==> src/rtl/temp_sense_monitor.sv <==
// temp_sense_monitor
//
// Measures one ring-oscillator temperature sensor. The block counts the
// sensor's rising edges over a fixed window of system-clock cycles and
// reports the count. It also keeps a debounced good/bad health flag, which
// changes only after DEBOUNCE consecutive windows disagree with it.
//
// Parameters:
//   WINDOW_CYCLES  clk cycles per measurement window (2..65535)
//   DEBOUNCE       consecutive disagreeing windows needed to flip the flag (1..15)
//
// Ports:
//   clk              system clock
//   rst_n            asynchronous active-low reset
//   ro_in            raw ring-oscillator output (asynchronous to clk)
//   enable           measurement enable, synchronous to clk
//   temp_threshold   bad limit; a window is bad when count >= threshold
//   temp_counter     edge count of the last completed window
//   temp_sense_good  debounced health flag
//   sample_valid     one-cycle pulse when temp_counter has just updated

module temp_sense_monitor #(
  parameter int WINDOW_CYCLES = 1024,
  parameter int DEBOUNCE      = 2
) (
  input  logic        clk,
  input  logic        rst_n,
  input  logic        ro_in,
  input  logic        enable,
  input  logic [13:0] temp_threshold,
  output logic [13:0] temp_counter,
  output logic        temp_sense_good,
  output logic        sample_valid
);

  localparam int              WW       = $clog2(WINDOW_CYCLES + 1);
  localparam logic [WW-1:0]   WIN_LAST = WW'(WINDOW_CYCLES - 1);
  localparam logic [3:0]      DEB_LIM  = 4'(DEBOUNCE);
  localparam logic [13:0]     CNT_MAX  = 14'h3FFF;

  typedef enum logic [1:0] {
    IDLE,
    SETTLE,
    COUNT,
    LATCH
  } state_t;

  state_t        state_q;
  logic          settle_q;
  logic [WW-1:0] win_cnt_q;
  logic [13:0]   edge_cnt_q;
  logic [13:0]   edge_cnt_d;
  logic [3:0]    deb_q;
  logic [3:0]    deb_d;
  logic          good_q;
  logic          good_d;
  logic [13:0]   count_q;
  logic          valid_q;

  logic          sync1_q;
  logic          sync2_q;
  logic          prev_q;
  logic          ro_rise;
  logic          window_good;

  // Two-flop synchroniser followed by an edge register. A rising edge is
  // seen when the synchronised level is high and was low the cycle before.
  always_ff @(posedge clk or negedge rst_n) begin
    if (!rst_n) begin
      sync1_q <= 1'b0;
      sync2_q <= 1'b0;
      prev_q  <= 1'b0;
    end else begin
      sync1_q <= ro_in;
      sync2_q <= sync1_q;
      prev_q  <= sync2_q;
    end
  end

  assign ro_rise = sync2_q & ~prev_q;

  // Saturating increment: the count sticks at 14'h3FFF rather than wrapping.
  assign edge_cnt_d  = (edge_cnt_q == CNT_MAX) ? edge_cnt_q : edge_cnt_q + 14'd1;

  assign window_good = (edge_cnt_q < temp_threshold);

  // Debounce: a verdict that agrees with the current flag clears the run of
  // disagreements; DEBOUNCE disagreements in a row flip the flag.
  always_comb begin
    deb_d  = deb_q;
    good_d = good_q;
    if (window_good == good_q) begin
      deb_d = 4'd0;
    end else if (deb_q + 4'd1 == DEB_LIM) begin
      deb_d  = 4'd0;
      good_d = ~good_q;
    end else begin
      deb_d = deb_q + 4'd1;
    end
  end

  // Measurement FSM. Dropping enable in SETTLE or COUNT abandons the partial
  // window without touching the reported outputs or the debounce state.
  // Back-to-back windows go LATCH -> COUNT directly, since the synchroniser
  // is already primed.
  always_ff @(posedge clk or negedge rst_n) begin
    if (!rst_n) begin
      state_q    <= IDLE;
      settle_q   <= 1'b0;
      win_cnt_q  <= '0;
      edge_cnt_q <= 14'd0;
      deb_q      <= 4'd0;
      good_q     <= 1'b0;
      count_q    <= 14'd0;
      valid_q    <= 1'b0;
    end else begin
      valid_q <= 1'b0;
      case (state_q)
        IDLE: begin
          if (enable) begin
            state_q  <= SETTLE;
            settle_q <= 1'b0;
          end
        end
        SETTLE: begin
          win_cnt_q  <= '0;
          edge_cnt_q <= 14'd0;
          if (!enable) begin
            state_q <= IDLE;
          end else if (settle_q) begin
            state_q <= COUNT;
          end else begin
            settle_q <= 1'b1;
          end
        end
        COUNT: begin
          if (!enable) begin
            state_q <= IDLE;
          end else begin
            if (ro_rise) begin
              edge_cnt_q <= edge_cnt_d;
            end
            if (win_cnt_q == WIN_LAST) begin
              state_q <= LATCH;
            end else begin
              win_cnt_q <= win_cnt_q + WW'(1);
            end
          end
        end
        LATCH: begin
          count_q    <= edge_cnt_q;
          valid_q    <= 1'b1;
          deb_q      <= deb_d;
          good_q     <= good_d;
          edge_cnt_q <= 14'd0;
          win_cnt_q  <= '0;
          state_q    <= enable ? COUNT : IDLE;
        end
        default: begin
          state_q <= IDLE;
        end
      endcase
    end
  end

  assign temp_counter    = count_q;
  assign temp_sense_good = good_q;
  assign sample_valid    = valid_q;

endmodule

==> config.mk <==
export PLATFORM = sky130hd
export DESIGN_NAME = temp_sense_monitor
export DESIGN_NICKNAME = d
export VERILOG_FILES = /design/src/rtl/temp_sense_monitor.sv
export SDC_FILE = /design/constraint.sdc
export NUM_CORES = 1
export LEC_CHECK = 0
export BUFFER_PORTS_ARGS = -buffer_cell sky130_fd_sc_hd__buf_4
export CORE_UTILIZATION = 51
export CTS_CLUSTER_SIZE = 24
export DETAILED_ROUTE_END_ITERATION = 6
export GPL_TIMING_DRIVEN = 1
export PLACE_DENSITY = 0.72
export SYNTH_ARGS = -nofsm -noshare
export SYNTH_HDL_FRONTEND = slang
export SYNTH_SLANG_ARGS = --single-unit
==> constraint.sdc <==
create_clock -name clk -period 2.2 [get_ports clk]
set_clock_uncertainty 0.15 [all_clocks]
set_input_delay 0.22 -clock clk [delete_from_list [all_inputs] [get_ports clk]]
set_output_delay 0.22 -clock clk [all_outputs]
set_load 0.01 [all_outputs]
==> flow_metrics.tcl <==
set metrics [dict create \
    core_area_mm2 0.00507 \
    grt_setup_unrepaired "no" \
    first_pass_iters 4 \
    clk_latency_ns 0.30 \
    hp-class "in -> reg" \
    final_util 0.642 \
    crit_family "compound AO/OA/AOI/OAI gates" \
    drc 0 \
    crit_type "reg -> reg" \
    p_int_mw 1.55 \
    clkTransAtPathRegs_ns 0.09 \
    tightest_slew_ns 0.637 \
    seqCellArea_mm2 0.00128 \
    cp.arrival_ns 2.10 \
    worstRegToRegCells 7 \
    setup_viol 0 \
    vias_per_cell 5.18 \
    crit_required_ns 2.24 \
    fin_tns_setup_ns 0 \
    p_per_area_mw_per_mm2 628 \
    critPathSlowestCell "dfrtp_1" \
    multi_input_area_mm2 0.00132 \
    syn2layout_area_growth_pct 21.5 \
    dp_cells 369 \
    critPathCaptureType "register" \
    layout.cells.non_filler 380 \
    max_freq_ghz 0.484 \
    ys_seq_area_frac 0.476 \
    post-route-min-period_ns 2.06 \
    reg2reg_setup_slack_ns 0.14 \
    maxCapViolCount 0 \
    fin_area_mm2 0.00326 \
    power_frac_seq 0.505 \
    clockPowerShare 0.371 \
    hpwl_um 3650 \
    grt_pass1_wl_um 8830 \
    drt-total-wl_um 5200 \
    finalMaxSlewViolations 0 \
    avgSynthCellArea_um2 10.4 \
    total_power_mw 2.05 \
    status "completed" \
    die_h_um 74.5 \
    switchingPower_uw 494 \
    tritoncts "built" \
    yosys_warnings 0 \
    yosysTopAreaCellShare 0.476 \
    die_w_um 74.5 \
    clk_path_buf_depth 2 \
    grt_antenna_before_repair 0 \
    die_area_mm2 0.00555 \
    crit_cells 7 \
    io-pin-count 34 \
    grt_pass1_vias 1853 \
    drive_gt1_frac 0.248 \
    layout_worst_path_cycle_share 0.939 \
    cellLeakagePower_nw 1.67 \
    numCtsBuffers 5 \
    gp_congestion 0.804 \
    fillers 454 \
    num_antenna_cells 0 \
    vias 1969 \
    combPwrFrac 0.124 \
    crit_path_max_incr_delay_ns 0.41 \
    synth_area_leaders "dfrtp_1, ha_1, mux2_2" \
    p_sw_frac 0.241 \
    synth_cell_type_count 43 \
    htree_levels 2 \
    grt-ovfl-total 0 \
    ys_ff_latch 51 \
    slew_headroom 0.575 \
    num_rows 26 \
    grt_max_degree 52 \
    final_hold_viol_count 0 \
    synth_top_area_cell "dfrtp_1" \
    critPathCapture "deb_q[2]" \
    ant_nets 0 \
    nets 344 \
    first_iter_violations 150 \
    track_usage 0.212 \
    critPathBufInv 0 \
    netlist_instances 259 \
    syn-num-nets 294 \
    initial_core_util 0.529 \
    r2r-end "deb_q[2]" \
    path_max_fanout 3 \
    startpoint "edge_cnt_q[2]" \
    io_buffers 33 \
    cts-root-buf "clkbuf_8" \
    path_cells "ha_1 -> a21oi_1 -> o21ai_1 -> o2bb2ai_1 -> o41ai_4 -> mux2i_1 -> nor2_1" \
    r2r-start "edge_cnt_q[2]" \
    whs_path_depth 2 \
    critPathLaunchType "register" \
    place_area_mm2 0.00309 \
    ir_drop_mv 0.399 \
    syn_area_mm2 0.00268 \
    wl_per_cell_um 13.7 \
    clkSinkCount 51 \
]
==> cells in the mapped netlist, drive strengths merged <==
library cell	instances
dfrtp	51
nor2	31
nand2	20
inv	19
ha	17
mux2	14
o21ai	14
xnor2	11
nand4	10
xor2	9
a21oi	8
nand3	8
nor3	8
clkbuf	4
mux2i	4
and2	3
and4	3
nand2b	3
a211oi	2
and3	2
buf	2
nor2b	2
or3	2
a21o	1
a41o	1
a41oi	1
and3b	1
and4b	1
nor4	1
o21a	1
o21bai	1
o22ai	1
o2bb2ai	1
o41ai	1
or2	1
==> how the worst min path moves through the flow <==
stage | to | start | slack (ns)
2_1_floorplan | deb_q[0] | rst_n | -0.23
6_report | state_q[0] | enable | 0.01
3_3_place_gp | win_cnt_q[5] | rst_n | 0.14
3_5_place_dp | win_cnt_q[4] | rst_n | 0.15
4_1_cts | state_q[0] | enable | 0.004
5_1_grt | state_q[0] | enable | 0.02
==> routing by layer <==
metal / vias up / part of all wire / GRT usage
met5: - / 0 / 0
met4: 0 / 0.0052 / 0.0650
met3: 2 / 0.043 / 0.0420
met2: 35 / 0.48 / 0.333
met1: 941 / 0.47 / 0.297
li1: 991 / - / -
==> sequential cells by signal, summed over array words and instances, names as in the netlist <==
register / cells
deb_q: 4
edge_cnt_q: 14
prev_q: 1
sample_valid: 1
settle_q: 1
state_q: 2
sync1_q: 1
sync2_q: 1
temp_counter: 14
temp_sense_good: 1
win_cnt_q: 11
==> through the flow <==
stage               hold WS (ns)  setup slack [ns]
global route              0.0235            0.0197
floorplan                 -0.226             0.188
finish                    0.0123             0.135
CTS                      0.00387            0.0265
detailed placement         0.147            0.0635
global placement           0.144             0.126
==> logic make-up (layout without fill, tap and decap cells) <==
family / count (synthesis) / in the layout / synth area share
muxes: 18 / 18 / 0.0737
AOI/OAI and AO/OA: 32 / 32 / 0.0835
DFF: 51 / 51 / 0.476
and+or+nand+nor: 96 / 96 / 0.187
adders and majority gates: 17 / 17 / 0.0793
buffers and inverters: 25 / 76 / 0.0354
xor gates and xnor gates: 20 / 20 / 0.0653
==> cells in the final DEF, fill, tap and decap left out, types with 9 or more instances in the layout <==
cell type / instances
inv_1: 19
nand2_1: 20
xor2_1: 9
mux2_2: 14
buf_4: 47
xnor2_1: 10
nor2_1: 31
ha_1: 17
dfrtp_1: 51
==> cell type report <==
class	instances	share of cell area
Clock inverter	2	0.0184
Clock buffer	6	0.0223
Sequential cell	51	0.392
Timing Repair Buffer	49	0.114
Tap cell	70	0.0269
Inverter	19	0.0219
Multi-Input combinational cell	183	0.405
==> power by group through the flow <==
stage	sequential (mW)	clock [mW]	combinational, mW
after floorplan	1.04	0	0.157
after global placement	1.05	0	0.246
after detailed placement	1.05	0	0.252
after CTS	1.03	0.775	0.256
after global routing	1.04	0.812	0.291
final	1.03	0.759	0.254
==> what timing repair did <==
item	CTS	global route
hold endpoints to repair	52	0
setup buffers	0	1
resized for setup	0	1
hold buffers	2	0
endpoints found under the setup margin	0	4
(Power assumes the default switching activity.)
